File: src/rtl/bitonic_pkg.sv
// Shared helpers for the pipelined bitonic sorter: stage bookkeeping and
// the lane pairing / sub-sorter direction of the standard bitonic network.
package bitonic_pkg;

    function automatic int num_stages(input int n);
        int k;
        k = $clog2(n);
        return (k * (k + 1)) / 2;
    endfunction

    // Phase p (1..K) contributes p steps; stages are numbered from 0.
    function automatic int stage_index(input int p, input int s);
        return (p * (p - 1)) / 2 + s - 1;
    endfunction

    function automatic int partner_lane(input int p, input int s, input int i);
        return i ^ (1 << (p - s));
    endfunction

    // Sub-sorter direction of lane i in phase p: 1 = descending block.
    function automatic logic lane_desc(input int p, input int i);
        return ((i >> p) & 1) != 0;
    endfunction

endpackage

File: src/rtl/bitonic_cas.sv
// Compare-and-swap of two (key, idx) elements. The lower lane receives the
// smaller element when ascending, the larger when descending.
module bitonic_cas #(
    parameter int KW = 8,
    parameter int IW = 4
) (
    input  logic          sign_i,
    input  logic          desc_i,
    input  logic [KW-1:0] a_key_i,
    input  logic [IW-1:0] a_idx_i,
    input  logic [KW-1:0] b_key_i,
    input  logic [IW-1:0] b_idx_i,
    output logic [KW-1:0] lo_key_o,
    output logic [IW-1:0] lo_idx_o,
    output logic [KW-1:0] hi_key_o,
    output logic [IW-1:0] hi_idx_o
);

    logic w_key_gt;
    logic w_a_gt_b;
    logic w_swap;

    always_comb begin
        w_key_gt = 1'b0;
        if (sign_i) begin
            w_key_gt = $signed(a_key_i) > $signed(b_key_i);
        end else begin
            w_key_gt = a_key_i > b_key_i;
        end
    end

    // Index tiebreak makes the order total, so "a > b" and "a < b" are exact complements.
    assign w_a_gt_b = (a_key_i == b_key_i) ? (a_idx_i > b_idx_i) : w_key_gt;
    assign w_swap   = w_a_gt_b ^ desc_i;

    assign lo_key_o = w_swap ? b_key_i : a_key_i;
    assign lo_idx_o = w_swap ? b_idx_i : a_idx_i;
    assign hi_key_o = w_swap ? a_key_i : b_key_i;
    assign hi_idx_o = w_swap ? a_idx_i : b_idx_i;

endmodule

File: src/rtl/bitonic_sort_n.sv
// N-input pipelined bitonic sorter with index tags, valid/ready handshake
// and whole-pipeline stall. One registered stage per compare step.
module bitonic_sort_n
    import bitonic_pkg::*;
#(
    parameter int DATAWIDTH  = 8,
    parameter int DATALENGTH = 16,
    parameter int IDXWIDTH   = $clog2(DATALENGTH)
) (
    input  logic                                 clk_i,
    input  logic                                 rstn_i,
    input  logic                                 valid_i,
    output logic                                 ready_o,
    input  logic                                 sign_ctrl_i,
    input  logic                                 dir_i,
    input  logic [DATALENGTH-1:0][DATAWIDTH-1:0] x_i,
    output logic                                 valid_o,
    input  logic                                 ready_i,
    output logic                                 sign_ctrl_o,
    output logic                                 dir_o,
    output logic [DATALENGTH-1:0][DATAWIDTH-1:0] y_o,
    output logic [DATALENGTH-1:0][IDXWIDTH-1:0]  idx_o
);

    localparam int K = $clog2(DATALENGTH);
    localparam int S = num_stages(DATALENGTH);

    logic [DATAWIDTH-1:0] w_in_key  [S][DATALENGTH];
    logic [IDXWIDTH-1:0]  w_in_idx  [S][DATALENGTH];
    logic [DATAWIDTH-1:0] w_out_key [S][DATALENGTH];
    logic [IDXWIDTH-1:0]  w_out_idx [S][DATALENGTH];
    logic [DATAWIDTH-1:0] r_key     [S][DATALENGTH];
    logic [IDXWIDTH-1:0]  r_idx     [S][DATALENGTH];

    logic [S-1:0] w_in_vld;
    logic [S-1:0] w_in_sgn;
    logic [S-1:0] w_in_dir;
    logic [S-1:0] r_vld;
    logic [S-1:0] r_sgn;
    logic [S-1:0] r_dir;
    logic         w_en;

    assign w_en    = ~r_vld[S-1] | ready_i;
    assign ready_o = w_en;

    // Stage 0 sees the live input (tags attached here); later stages see the previous register.
    for (genvar st = 0; st < S; st++) begin : g_link
        if (st == 0) begin : g_head
            assign w_in_vld[0] = valid_i;
            assign w_in_sgn[0] = sign_ctrl_i;
            assign w_in_dir[0] = dir_i;
            for (genvar j = 0; j < DATALENGTH; j++) begin : g_tag
                assign w_in_key[0][j] = x_i[j];
                assign w_in_idx[0][j] = IDXWIDTH'(j);
            end
        end else begin : g_body
            assign w_in_vld[st] = r_vld[st-1];
            assign w_in_sgn[st] = r_sgn[st-1];
            assign w_in_dir[st] = r_dir[st-1];
            for (genvar j = 0; j < DATALENGTH; j++) begin : g_pass
                assign w_in_key[st][j] = r_key[st-1][j];
                assign w_in_idx[st][j] = r_idx[st-1][j];
            end
        end
    end

    for (genvar p = 1; p <= K; p++) begin : g_phase
        for (genvar s = 1; s <= p; s++) begin : g_step
            localparam int ST = stage_index(p, s);
            for (genvar i = 0; i < DATALENGTH; i++) begin : g_lane
                if (partner_lane(p, s, i) > i) begin : g_cas
                    localparam int J = partner_lane(p, s, i);
                    logic w_desc;

                    // Only the last merge phase follows the transaction's direction bit.
                    if (p == K) begin : g_final
                        assign w_desc = w_in_dir[ST];
                    end else begin : g_inner
                        assign w_desc = lane_desc(p, i);
                    end

                    bitonic_cas #(
                        .KW (DATAWIDTH),
                        .IW (IDXWIDTH)
                    ) u_cas (
                        .sign_i   (w_in_sgn[ST]),
                        .desc_i   (w_desc),
                        .a_key_i  (w_in_key[ST][i]),
                        .a_idx_i  (w_in_idx[ST][i]),
                        .b_key_i  (w_in_key[ST][J]),
                        .b_idx_i  (w_in_idx[ST][J]),
                        .lo_key_o (w_out_key[ST][i]),
                        .lo_idx_o (w_out_idx[ST][i]),
                        .hi_key_o (w_out_key[ST][J]),
                        .hi_idx_o (w_out_idx[ST][J])
                    );
                end
            end
        end
    end

    // Internal data registers are left unreset; only the output stage is cleared.
    always_ff @(posedge clk_i) begin
        if (!rstn_i) begin
            r_vld <= '0;
            r_sgn <= '0;
            r_dir <= '0;
            for (int j = 0; j < DATALENGTH; j++) begin
                r_key[S-1][j] <= '0;
                r_idx[S-1][j] <= '0;
            end
        end else if (w_en) begin
            r_vld <= w_in_vld;
            r_sgn <= w_in_sgn;
            r_dir <= w_in_dir;
            r_key <= w_out_key;
            r_idx <= w_out_idx;
        end
    end

    assign valid_o     = r_vld[S-1];
    assign sign_ctrl_o = r_sgn[S-1];
    assign dir_o       = r_dir[S-1];

    for (genvar j = 0; j < DATALENGTH; j++) begin : g_out
        assign y_o[j]   = r_key[S-1][j];
        assign idx_o[j] = r_idx[S-1][j];
    end

endmodule

File: config.mk
export PLATFORM = sky130hd
export DESIGN_NAME = bitonic_sort_n
export DESIGN_NICKNAME = d
export VERILOG_FILES = /design/src/rtl/bitonic_pkg.sv /design/src/rtl/bitonic_cas.sv /design/src/rtl/bitonic_sort_n.sv
export SDC_FILE = /design/constraint.sdc
export NUM_CORES = 2
export LEC_CHECK = 0
export BUFFER_PORTS_ARGS = -buffer_cell sky130_fd_sc_hd__buf_4
export CORE_MARGIN = 2
export CORE_UTILIZATION = 45
export DETAILED_ROUTE_END_ITERATION = 10
export PLACE_DENSITY = 0.72
export REMOVE_ABC_BUFFERS = 1
export SYNTH_ARGS = -nofsm -noshare
export SYNTH_HDL_FRONTEND = slang
export SYNTH_SLANG_ARGS = --single-unit
File: constraint.sdc
create_clock -name clk_i -period 72.2 [get_ports clk_i]
set_input_delay 21.66 -clock clk_i [delete_from_list [all_inputs] [get_ports clk_i]]
set_output_delay 21.66 -clock clk_i [all_outputs]
set_load 0.03 [all_outputs]
==> summary by stage <==
Worst setup path
The required time at the worst-slack endpoint is 50.54 ns. The number of gates on the worst path with buffers counted is 4. Measured in cells, the most critical reg-to-reg path has a length of 8. The critical path capture point type is an output port. The launch point of the worst path is ready_i.

The number of buffers and inverters on the critical path is 3. The critical path capture point is ready_o. Walking the worst path, the cells encountered are buf_4, nor2b_4, inv_8, buf_4. The data arrival time of the worst path is around 23 ns. The master of the slowest instance on the critical path is sky130_fd_sc_hd__nor2b_4. The kind of cell with the highest combined delay along the critical path is buffers and inverters.

For this run, the slowest stage of the critical path takes 0.62 ns. The most numerous cell type found on the critical path is sky130_fd_sc_hd__buf_4. The element type at the critical path start is an input port. The maximum fanout along the worst path is 112.

The setup slack of the worst register-to-register path is 65.41 ns. The critical register-to-register path endpoint is r_key[1024]. The worst register-to-register path begins at r_vld[9]. The worst setup path is of the in -> out kind.

Global route
After global routing the overflow that remains totals 0. The via count of the first global-routing pass is between 50000 and 60000. The met1 track demand over resource in global routing is 28.6%. The global-route track usage on met2 is 36.9%. The total global routing track utilization is between 20% and 30%. The global routing usage on met3 is 2.63%. The busiest metal layer after global routing is met2.

The first global-routing pass estimated about 360 mm of wire. The largest net degree at the start of global routing is 198. The initial antenna violation count came to 2.

Hold path
The worst hold path belongs to the class reg -> reg.

Route
For this run, design rule violations remaining after detail routing come to 0. In this run the remaining antenna-violating nets after routing total 0. The detailed router finished its first iteration with 5140 violations.

The detailed router placed 60892 vias in this run. Summed over all layers, the routed wires come to 243 mm. The ratio of routed vias to standard cells is 5.52. The average wire per cell in the routed design is 22.0 um. The first detailed-routing pass ran for 8 iterations.

Floorplanning
The floorplan has 170 rows. For this configuration, the core starts out at a cell density of 45.3%. The placeable core area is 215000 um^2.

The die is approximately 470 um wide. The die span in y is 469 um. For this design the top-level I/O count stands at between 300 and 400. The die area is 220000 um^2.

Layout
Measured on the finished design, the core utilization comes to 50.8%. The number of inserted filler cells in the final layout is roughly 18000. The total area of sequential cells is 51500 um^2.

From synthesis to final layout, the design area changed by 12.2%. The share of layout cells above drive strength 1 is 26.1%. The number of nets in the layout is 8964. The multi-input combinational cells in the finished layout cover a total of 41000 um^2.

Synth
The synthesized area per cell is 12.6 um^2. The number of synthesized register bits is 1790. The number of instances in the synthesized netlist is 7727. Summing every instance area after synthesis gives about 100000 um^2. The number of flops mapped to enable cells by yosys is 1568. The share of flip-flops with an asynchronous set or reset after synthesis is 0%. The predominant post-synthesis flop cell is sky130_fd_sc_hd__edfxtp_1. After synthesis, the most frequently instantiated cells are 1568 x sky130_fd_sc_hd__edfxtp_1, 1301 x sky130_fd_sc_hd__mux2_2, 907 x sky130_fd_sc_hd__inv_1.

Yosys printed 0 warnings. Summed over its instances, the top area cell type makes up 48.4% of the synthesized netlist area. Summed over all instances, the cell type with the most area after synthesis is sky130_fd_sc_hd__edfxtp_1. The register area share after synthesis is roughly 53%. Synthesis instantiated 75 different standard cells from the library. Yosys instantiated no cell more often than sky130_fd_sc_hd__edfxtp_1. After synthesis, the cell types taking the most area are sky130_fd_sc_hd__edfxtp_1 48%, sky130_fd_sc_hd__mux2_2 15%, sky130_fd_sc_hd__ha_1 10%.

CTS
No sink is reached through more buffers than the 3 on the longest clock path. After clock tree synthesis, the flow added hold-fix buffers numbering 0. The later pin in the worst-skew pair is clocked with a latency of 0.86 ns. The H-tree depth reported by CTS is 4. The total setup buffers inserted after CTS is 0.

Counting the buffers created by CTS gives between 150 and 200. The sink count of the clock tree is 1790. Once the clock tree was built, the resizer swapped 0 gates to a different size. The clock transition time at the flip-flop clock pins of the worst setup and hold paths is 0.05 ns.

The clock root buffer master is sky130_fd_sc_hd__clkbuf_16. The TritonCTS clock tree is built.

Timing
The hold violation total from the final report was 0. For the final database, setup skew stands at 0.0431 ns. In this run the tightest slew margin relative to its limit is a little under an eighth. The top achievable clock speed is roughly 0.022 GHz. At the pin with the least slew margin, the transition time is 1.31 ns. Subtracting the final worst setup slack from the clock period gives 44.79 ns. In the post-route analysis, the smallest setup slack over all paths is about 27 ns. Setup repair after global routing left no endpoint under its margin.

The final number of max-transition violations is 0. The portion of the clock cycle consumed by the worst path in the final layout is approximately 62%. Setup violations remaining at the end of the flow were counted as 0. For the final routed database, the setup TNS stands at 0 ns.

Placed design
At the end of routability-driven placement, the weighted congestion stood at 0.953. OpenSTA, run right after detailed placement, puts the worst setup slack at approximately 27 ns. The count of buffers inserted at the top-level ports is 329. The post-DP HPWL is between 150 and 200 mm.

Flow run
The tool flagged a number of max-cap violations equal to 0.

Outcome
The flow ran to the end, and the final reports show no timing, DRC or antenna violations.
==> metrics by stage <==
stage / cells / hold slack [ns] / area [um^2]
final: 11041 / 0.460 / 109000
after global placement: 10675 / 0.449 / 103000
after floorplan: 7440 / 0.441 / 95700
after global routing: 11037 / 0.498 / 109000
after CTS: 11036 / 0.465 / 109000
after detailed placement: 10675 / 0.457 / 103000
==> layout by cell type (no fill, tap or decap), types with 20 or more instances in the layout <==
cell type	netlist	final
sky130_fd_sc_hd__buf_4	16	393
sky130_fd_sc_hd__xor2_1	28	23
sky130_fd_sc_hd__mux2_4	25	25
sky130_fd_sc_hd__mux2i_1	192	192
sky130_fd_sc_hd__nor2_1	204	204
sky130_fd_sc_hd__o221ai_1	35	33
sky130_fd_sc_hd__o21a_1	54	54
sky130_fd_sc_hd__o21ai_0	468	467
sky130_fd_sc_hd__and4_1	26	26
sky130_fd_sc_hd__clkinv_2	0	47
sky130_fd_sc_hd__a222oi_1	32	32
sky130_fd_sc_hd__a211oi_1	47	36
sky130_fd_sc_hd__dfxtp_1	222	221
sky130_fd_sc_hd__nand4_1	112	112
sky130_fd_sc_hd__a22oi_1	34	34
sky130_fd_sc_hd__nand2_1	370	370
sky130_fd_sc_hd__nor3_1	20	20
sky130_fd_sc_hd__clkbuf_16	0	195
sky130_fd_sc_hd__bufinv_16	0	22
sky130_fd_sc_hd__clkinv_1	0	26
sky130_fd_sc_hd__nor2b_1	94	93
sky130_fd_sc_hd__mux2_2	1301	1301
sky130_fd_sc_hd__nand2b_1	49	49
sky130_fd_sc_hd__ha_1	800	800
sky130_fd_sc_hd__a21boi_0	29	29
sky130_fd_sc_hd__clkbuf_1	135	22
sky130_fd_sc_hd__nand3_1	68	68
sky130_fd_sc_hd__inv_1	907	907
sky130_fd_sc_hd__a21o_1	45	45
sky130_fd_sc_hd__edfxtp_1	1568	1568
sky130_fd_sc_hd__a21oi_1	434	430
==> final cells by class <==
type	instances	area share [%]
Inverter	916	3.16
Multi-Input combinational cell	4734	37.6
Clock inverter	132	1.30
Tap cell	2838	3.25
Sequential cell	1790	47.2
Antenna cell	5	0.0115
Timing Repair Buffer	397	2.77
Clock buffer	229	4.68
==> worst min path at each step <==
stage / startpoint / end / slack [ns] / cells past startpoint
floorplan: r_vld[8] / r_vld[9] / 0.44 / 1
global placement: r_vld[2] / r_vld[2] / 0.45 / 2
detailed placement: r_sgn[6] / r_sgn[6] / 0.46 / 2
CTS: r_vld[2] / r_vld[2] / 0.46 / 2
global route: r_vld[5] / r_vld[5] / 0.50 / 2
finish: r_sgn[6] / r_sgn[6] / 0.46 / 2
==> cell families after synthesis <==
family                     share of synthesized area, %
AOI/OAI and AO/OA                                  8.45
xor gates and xnor gates                          0.889
adders and majority gates                          10.3
buffers and inverters                              5.11
DFF                                                53.0
muxes                                              17.4
and+or+nand+nor                                    4.84
==> registers in the layout (all words and copies together), names as in the netlist <==
signal and count:
idx_o 64, r_dir 10, r_idx 416, r_key 1152, r_sgn 10, r_vld 10
y_o 128
==> metal layers <==
metal,share of wire [%],wire (um),vias to the layer above
li1,-,-,29165
met1,43,105000,29666
met2,49,118000,1701
met3,4.8,11700,358
met4,3.4,8160,2
met5,0.0054,13,-
==> tightest hold or removal path, delay by kind of cell, from the launching register on <==
kind,cells,cell delay (ns)
flip-flops,1,0.31
AND/OR/NAND/NOR,1,0.05
AO/OA/AOI/OAI,1,0.06
Power is left out: the tool's default activity adds up to more than one toggle a clock period on the data nets, which glitch-free logic cannot reach.
